===== src/rtl/ring_rr_arbiter.sv =====
// ----------------------------------------------------------------------------
// ring_rr_arbiter
//
// Round-robin arbiter sharing one downstream resource among N requesters.
// A one-hot rotating priority token, held in flops, selects which requester
// is searched first. Grants are registered, one-hot and sticky: a grant is
// held while its requester keeps req high. When the owner releases, the grant
// moves to the next eligible requester at the same edge (no idle bubble), and
// the token advances to just past the newly granted index so that the
// requester just served has the lowest priority next time.
//
// Optional feature (compile-time macro ARB_TIMEOUT_EN):
//   A hold counter limits a grant to MAX_HOLD consecutive cycles while some
//   other requester is waiting. On preemption the owner is excluded from the
//   search for that edge and timeout pulses for one cycle together with the
//   new grant. Without the macro grants are held indefinitely and timeout is
//   tied low.
//
// Parameters:
//   N        number of requesters (>= 2)
//   MAX_HOLD maximum consecutive grant cycles before preemption (>= 1),
//            only meaningful with ARB_TIMEOUT_EN
//
// Ports:
//   clk      in   1           clock, rising edge
//   reset    in   1           asynchronous, active-high reset
//   req      in   N           request per requester, held while wanted
//   grant    out  N           registered one-hot grant, zero when idle
//   owner    out  clog2(N)    index of the grant holder, 0 when idle
//   busy     out  1           OR of the grant flops
//   token    out  N           one-hot priority pointer (search start)
//   timeout  out  1           one-cycle pulse on preemption
// ----------------------------------------------------------------------------
module ring_rr_arbiter #(
    parameter int N        = 4,
    parameter int MAX_HOLD = 16
) (
    input  logic                 clk,
    input  logic                 reset,
    input  logic [N-1:0]         req,
    output logic [N-1:0]         grant,
    output logic [$clog2(N)-1:0] owner,
    output logic                 busy,
    output logic [N-1:0]         token,
    output logic                 timeout
);

    localparam int OW = $clog2(N);

    typedef enum logic {
        IDLE    = 1'b0,
        GRANTED = 1'b1
    } state_t;

    state_t         state_q, state_d;
    logic [N-1:0]   grant_q, grant_d;
    logic [OW-1:0]  owner_q, owner_d;
    logic [N-1:0]   token_q, token_d;

    logic           keep;
    logic           preempt;
    logic           new_grant;
    logic [N-1:0]   elig;
    logic [OW-1:0]  tok_idx;
    logic [2*N-1:0] elig_dbl;
    logic [N-1:0]   elig_rot;
    logic           pick_found;
    logic [OW-1:0]  pick_idx;
    logic [N-1:0]   pick_oh;

    // Current owner continues only while its request stays high.
    assign keep = (state_q == GRANTED) && req[owner_q];

`ifdef ARB_TIMEOUT_EN
    // Counter must be able to hold MAX_HOLD-1; the +1 keeps the width >= 1
    // when MAX_HOLD is 1.
    localparam int            HW        = $clog2(MAX_HOLD + 1);
    localparam logic [HW-1:0] HOLD_LAST = HW'(MAX_HOLD - 1);

    logic [HW-1:0] hold_q, hold_d;
    logic          timeout_q, timeout_d;
    logic          others_req;

    // While keep is true grant_q is the owner's one-hot, so masking it out
    // leaves exactly the competing requests.
    assign others_req = |(req & ~grant_q);
    assign preempt    = keep && (hold_q == HOLD_LAST) && others_req;
`else
    logic unused_hold_cfg;

    assign preempt         = 1'b0;
    assign unused_hold_cfg = (MAX_HOLD >= 1);
`endif

    // On preemption the owner sits out this edge's search.
    assign elig = preempt ? (req & ~grant_q) : req;

    // One-hot token to index.
    always_comb begin
        tok_idx = '0;
        for (int i = 0; i < N; i++) begin
            if (token_q[i]) begin
                tok_idx = OW'(i);
            end
        end
    end

    // Rotate the eligible set so the token position lands on bit 0; the
    // lowest set bit of the rotated vector is then the first hit of the
    // circular search. Scanning downward lets the lowest offset win.
    assign elig_dbl = {elig, elig} >> tok_idx;
    assign elig_rot = elig_dbl[N-1:0];

    always_comb begin
        pick_found = 1'b0;
        pick_idx   = '0;
        for (int i = N - 1; i >= 0; i--) begin
            if (elig_rot[i]) begin
                pick_found = 1'b1;
                pick_idx   = OW'((int'(tok_idx) + i) % N);
            end
        end
    end

    always_comb begin
        pick_oh           = '0;
        pick_oh[pick_idx] = 1'b1;
    end

    // Next-state / grant / token.
    always_comb begin
        state_d   = state_q;
        grant_d   = grant_q;
        owner_d   = owner_q;
        token_d   = token_q;
        new_grant = 1'b0;

        if (keep && !preempt) begin
            state_d = GRANTED;
        end else if (pick_found) begin
            state_d   = GRANTED;
            grant_d   = pick_oh;
            owner_d   = pick_idx;
            // Token moves one past the winner, wrapping bit N-1 to bit 0.
            token_d   = {pick_oh[N-2:0], pick_oh[N-1]};
            new_grant = 1'b1;
        end else begin
            state_d = IDLE;
            grant_d = '0;
            owner_d = '0;
        end
    end

    always_ff @(posedge clk or posedge reset) begin
        if (reset) begin
            state_q <= IDLE;
            grant_q <= '0;
            owner_q <= '0;
            token_q <= {{(N-1){1'b0}}, 1'b1};
        end else begin
            state_q <= state_d;
            grant_q <= grant_d;
            owner_q <= owner_d;
            token_q <= token_d;
        end
    end

`ifdef ARB_TIMEOUT_EN
    // Counter clears on every new grant and saturates at MAX_HOLD-1 so that
    // an uncontested owner is preempted at the first edge a rival appears.
    always_comb begin
        hold_d    = hold_q;
        timeout_d = preempt;
        if (new_grant) begin
            hold_d = '0;
        end else if (keep && (hold_q != HOLD_LAST)) begin
            hold_d = hold_q + 1'b1;
        end
    end

    always_ff @(posedge clk or posedge reset) begin
        if (reset) begin
            hold_q    <= '0;
            timeout_q <= 1'b0;
        end else begin
            hold_q    <= hold_d;
            timeout_q <= timeout_d;
        end
    end

    assign timeout = timeout_q;
`else
    assign timeout = 1'b0;
`endif

    assign grant = grant_q;
    assign owner = owner_q;
    assign token = token_q;
    assign busy  = |grant_q;

endmodule

===== config.mk =====
export PLATFORM = sky130hd
export DESIGN_NAME = ring_rr_arbiter
export DESIGN_NICKNAME = d
export VERILOG_FILES = /design/src/rtl/ring_rr_arbiter.sv
export SDC_FILE = /design/constraint.sdc
export NUM_CORES = 1
export LEC_CHECK = 0
export ABC_CLOCK_PERIOD_IN_PS = 3100
export CAP_MARGIN = 0
export CORE_AREA = 2 2 39 41
export DETAILED_ROUTE_END_ITERATION = 12
export DIE_AREA = 0 0 41 43
export HOLD_SLACK_MARGIN = 0.05
export PLACE_DENSITY = 0.8
export SLEW_MARGIN = 10
export SYNTH_ARGS = -nofsm -noshare
export SYNTH_HDL_FRONTEND = slang
export SYNTH_SLANG_ARGS = --single-unit

===== constraint.sdc =====
create_clock -name clk -period 3.1 [get_ports clk]
set_input_delay 0.775 -clock clk [delete_from_list [all_inputs] [get_ports clk]]
set_output_delay 0.775 -clock clk [all_outputs]
set_load 0.05 [all_outputs]

=== Word-level counts from Yosys, hierarchy flattened ===
Index checks and enable logic that the tools add are counted.

* Output and inout bits: 12
* Input port bits: 6
* Bits in registers: 11

* Bitwise operators: 1
* Add/subtract/negate cells: 3
* Shift-type cells: 1
* Mux-type cells: 19
* Reductions and logical operators: 4
* Order comparisons: 3

{| class="wikitable"
|+ Operators with widths
! kind !! number
|-
| two-way mux 2 bit || 7
|-
| two-way mux 1 bit || 9
|-
| right shift 8 x 2 -> 4 bit || 1
|-
| < comparator 2 x 3 -> 1 bit (second input constant) || 2
|-
| adder 2 bit (second input constant) || 2
|-
| two-way mux 4 bit || 1
|-
| OR reduction 4 bit || 1
|-
| adder 2 x 1 -> 2 bit (second input constant) || 1
|-
| binary-select mux 1 bit (select 2 bit) || 1
|-
| demux 1 bit (select 2 bit) || 1
|-
| greater-or-equal comparator 2 x 1 -> 1 bit (second input constant) || 1
|-
| logical AND 1 bit || 2
|-
| AND reduction 2 bit || 1
|-
| NOT 1 bit || 1
|}

=== Longest topological paths before layout ===
Gate-level depths: netlist (run 1).

* Depth after elaboration: 13
* Depth in mapped cells: 4
* Mapped depth without buffers: 4

=== Least setup slack after synthesis (run 1) ===
OpenSTA, ideal clock, no wires.

* Path type: register to output
* Start: register grant_q[3], in the netlist grant[3]
* End: output port busy
* Buffers on the path: 0
* Arrival: 1386 ps
* Cell stages (with the launch flop): 2
* Path slack: 939 ps
* Cells stage by stage: dfrtp_1 or4_1

* Cells in the longest elaborated chain, start to end: 1

{| class="wikitable"
|+ RTL lines
! what !! line !! text
|-
| start, declared || 56 || <nowiki>logic [N-1:0] grant_q, grant_d;</nowiki>
|-
| start signal, assigned || 162 || <nowiki>grant_q <= grant_d;</nowiki>
|-
| OR reduction 4 bit || 199 || <nowiki>assign busy = |grant_q;</nowiki>
|-
| end, declared || 43 || <nowiki>output logic busy,</nowiki>
|}

No other way between the ends.

=== Worst setup path after layout (run 1) ===
Same ends and word-level chain as after synthesis.

==> flow_metrics.tcl, run 1 <==
set metrics [dict create \
    drive_gt1_frac 0.0875 \
    postSynthNetCount 67 \
    postLayoutSetupSlackWorst_ps 449 \
    setup_total_negative_slack_ps 0 \
    grt_setup_unrepaired "no" \
    clockBufferDepth 2 \
    core_area_sq_um 1380 \
    timing.final.crit_share 0.855 \
    i_o_pin_count 18 \
    start_util 0.429 \
    cp_top_family "buffers and inverters" \
    worstPathBufferInverterCount 1 \
    required_ps 2320 \
    standard_cell_with_the_maximum_stage_delay_on_the_critical_path "sky130_fd_sc_hd__clkdlybuf4s50_1" \
    finalHoldViolCount 0 \
    min-delay-path-class "flop to flop" \
    cpPeakStageDelay_ps 710 \
    antenna_found_initial 0 \
    die-width_um 41 \
    yosysSeqAreaShare 0.465 \
    drt.antenna.violating_nets 0 \
    ys_ff_latch 11 \
    design.die.area_sq_um 1760 \
    chipHeight_um 43 \
    place_ws_ps 594 \
    clkSlewWorstSetupHoldPaths_ps 60 \
    total_leakage_power_nw 0.320 \
    synthCells 61 \
    wl_per_cell_um 13.5 \
    cp-end-kind "primary output" \
    mostFrequentLayoutCell "sky130_fd_sc_hd__clkdlybuf4s50_1" \
    drt-vias-per-instance 5.63 \
    drt_pre_antenna_iters 4 \
    antennaDiodeCount 0 \
    worstSetupStartpoint "grant[3]" \
    grt_usage 0.182 \
    synth_warnings 0 \
    maximum_operating_frequency_mhz 377 \
    finalMaxSlewViolations 0 \
    power_per_cell_area_nw_per_um2 1160 \
    vdd_drop_max_mv 0.585 \
    drt_first_iter_violations 9 \
    synth.lib_cells_used.distinct 26 \
    count_of_vias_placed_by_the_detailed_router 540 \
    grt_overflow_total 0 \
    dp_hpwl_um 990 \
    worstPathCellList "or4_1 > clkdlybuf4s50_1" \
    grt_start_max_net_pins 12 \
    number_of_setup_violations_in_the_final_report 0 \
    num-nets-final 87 \
    cell_rows 14 \
    fillCellCount 129 \
    gp_congestion 0.855 \
    clkSinkCount 11 \
    synthesis.area_sq_um 594 \
    setup.reg_to_reg.worst_slack_ps 1520 \
    holdBufCountCts 0 \
    timing.final.crit_period_ps 2650 \
    first_global_vias 486 \
    cts_inserted_buffers 3 \
    category_of_the_most_critical_setup_path "flop to primary output" \
    cts_tree "done" \
    critPathLaunchType "flop" \
    synthToLayoutAreaGrowth_pct 33.5 \
    clock_latency_ps 260 \
    max_cap_viol_count 0 \
    fin_hold_ws_ps 491 \
    syn-mean-instance-area_sq_um 9.74 \
    cts.repair_timing.setup_buffer_count 0 \
    cts_h_tree_depth 1 \
    worst_r2r_startpoint "token[2]" \
    grt_first_pass_wirelength_um 2170 \
    max_slew.worst_pin.slew_ps 631 \
    min-delay-start "token[0]" \
    cp_data_arrival_time_ps 1880 \
    slew_headroom 0.575 \
    port_buffers 16 \
    postRouteWirelength_um 1300 \
    outcome "complete, no violations" \
    cts.repair.resized 0 \
    clock_skew_ps 0.633 \
    clockRootBuffer "sky130_fd_sc_hd__clkbuf_4" \
    layout_common_cells "sky130_fd_sc_hd__clkdlybuf4s50_1, sky130_fd_sc_hd__dfrtp_1, sky130_fd_sc_hd__nand2_1" \
    crit_fanout 3 \
    drc_errors 0 \
]
-- logic make-up (layout without fill, tap and decap cells) --
group | Yosys count | count (layout) | synth area share
other | 1 | 1 | 0.00631
AOI/OAI and AO/OA | 25 | 25 | 0.301
DFF | 11 | 11 | 0.465
muxes | 2 | 2 | 0.0337
and+or+nand+nor | 17 | 17 | 0.156
buffers and inverters | 5 | 24 | 0.0379
-- final timing paths --
path | to | depth (start not counted)
min in group asynchronous | owner[1] | 2
max in group asynchronous | token[0] | 2
hold reg to reg | token[0] | 1
setup reg to reg | token[0] | 4
setup / recovery | busy | 2
hold / removal | token[0] | 1
-- Yosys cell counts --
| cell type | n | area share |
|---|---|---|
| sky130_fd_sc_hd__a22o_1 | 1 | 0.015 |
| sky130_fd_sc_hd__nor2b_4 | 1 | 0.023 |
| sky130_fd_sc_hd__conb_1 | 1 | 0.0063 |
| sky130_fd_sc_hd__a211o_1 | 1 | 0.015 |
| sky130_fd_sc_hd__buf_4 | 1 | 0.013 |
| sky130_fd_sc_hd__inv_1 | 4 | 0.025 |
| sky130_fd_sc_hd__mux2i_1 | 2 | 0.034 |
| sky130_fd_sc_hd__a2111o_1 | 1 | 0.019 |
| sky130_fd_sc_hd__o211ai_1 | 1 | 0.013 |
| sky130_fd_sc_hd__a31oi_1 | 1 | 0.011 |
| sky130_fd_sc_hd__nor2b_1 | 1 | 0.011 |
| sky130_fd_sc_hd__nor4_1 | 1 | 0.011 |
| sky130_fd_sc_hd__o31ai_1 | 4 | 0.051 |
| sky130_fd_sc_hd__o21ai_1 | 2 | 0.017 |
| sky130_fd_sc_hd__dfstp_2 | 1 | 0.044 |
| sky130_fd_sc_hd__a31o_1 | 1 | 0.015 |
| sky130_fd_sc_hd__or4_1 | 1 | 0.013 |
| sky130_fd_sc_hd__o21ai_0 | 6 | 0.051 |
| sky130_fd_sc_hd__o2bb2ai_1 | 2 | 0.029 |
| sky130_fd_sc_hd__o32ai_1 | 1 | 0.015 |
| sky130_fd_sc_hd__nand2b_1 | 4 | 0.042 |
| sky130_fd_sc_hd__nand2_1 | 9 | 0.057 |
| sky130_fd_sc_hd__dfrtp_1 | 10 | 0.42 |
| sky130_fd_sc_hd__a21oi_1 | 2 | 0.017 |
| sky130_fd_sc_hd__a31o_2 | 1 | 0.015 |
| sky130_fd_sc_hd__o22ai_2 | 1 | 0.021 |
-- worst reg2reg max path, cell delays in order, from the launching register on --
cell                        delay [ps]
sky130_fd_sc_hd__dfrtp_1           450
sky130_fd_sc_hd__nand2b_1          170
sky130_fd_sc_hd__a22o_1            200
sky130_fd_sc_hd__a2111o_1          510
sky130_fd_sc_hd__o2bb2ai_1         190
-- metal layers --
layer	track usage	up-vias	wire length (um)
met2	0.284	17	688
met5	0	-	0
met3	0.0471	2	60
met4	0.0600	0	4
met1	0.234	257	541
li1	-	264	-
-- power breakdown --
part           internal, mW  leakage (nW)  total (mW)  switching, mW
sequential            0.200         0.135       0.254         0.0542
clock                0.0498        0.0150      0.0934         0.0437
combinational         0.199         0.170       0.572          0.372
-- state kept, by name, summed over array words and instances (netlist names) --
name,cells
owner,2
token,4
state_q,1
grant,4
-- layout make-up --
class	instances	area, sq um	area share
well taps	16	20.0	0.0252
repair buffers	16	160	0.202
clock buffers	4	26.3	0.0331
inverters	4	15.0	0.0189
flip-flops and latches	11	277	0.349
multi-input cells	45	295	0.372
-- per-stage QoR --
step	std cells	power (mW)	instance area, sq um	utilization
after floorplan	61	0.654	594	-
after global placement	92	0.819	767	0.554
after detailed placement	92	0.831	767	0.554
after CTS	96	0.927	793	0.573
after global routing	96	0.979	793	0.573
final	96	0.919	793	0.573
Power figures use the tool's default switching activity.
==> run 2: changes to the inputs <==
SETUP_SLACK_MARGIN = 0.05   (was not set)
==> results of run 2 <==
No change in the layout: final DEF, timing and power equal those of run 1.
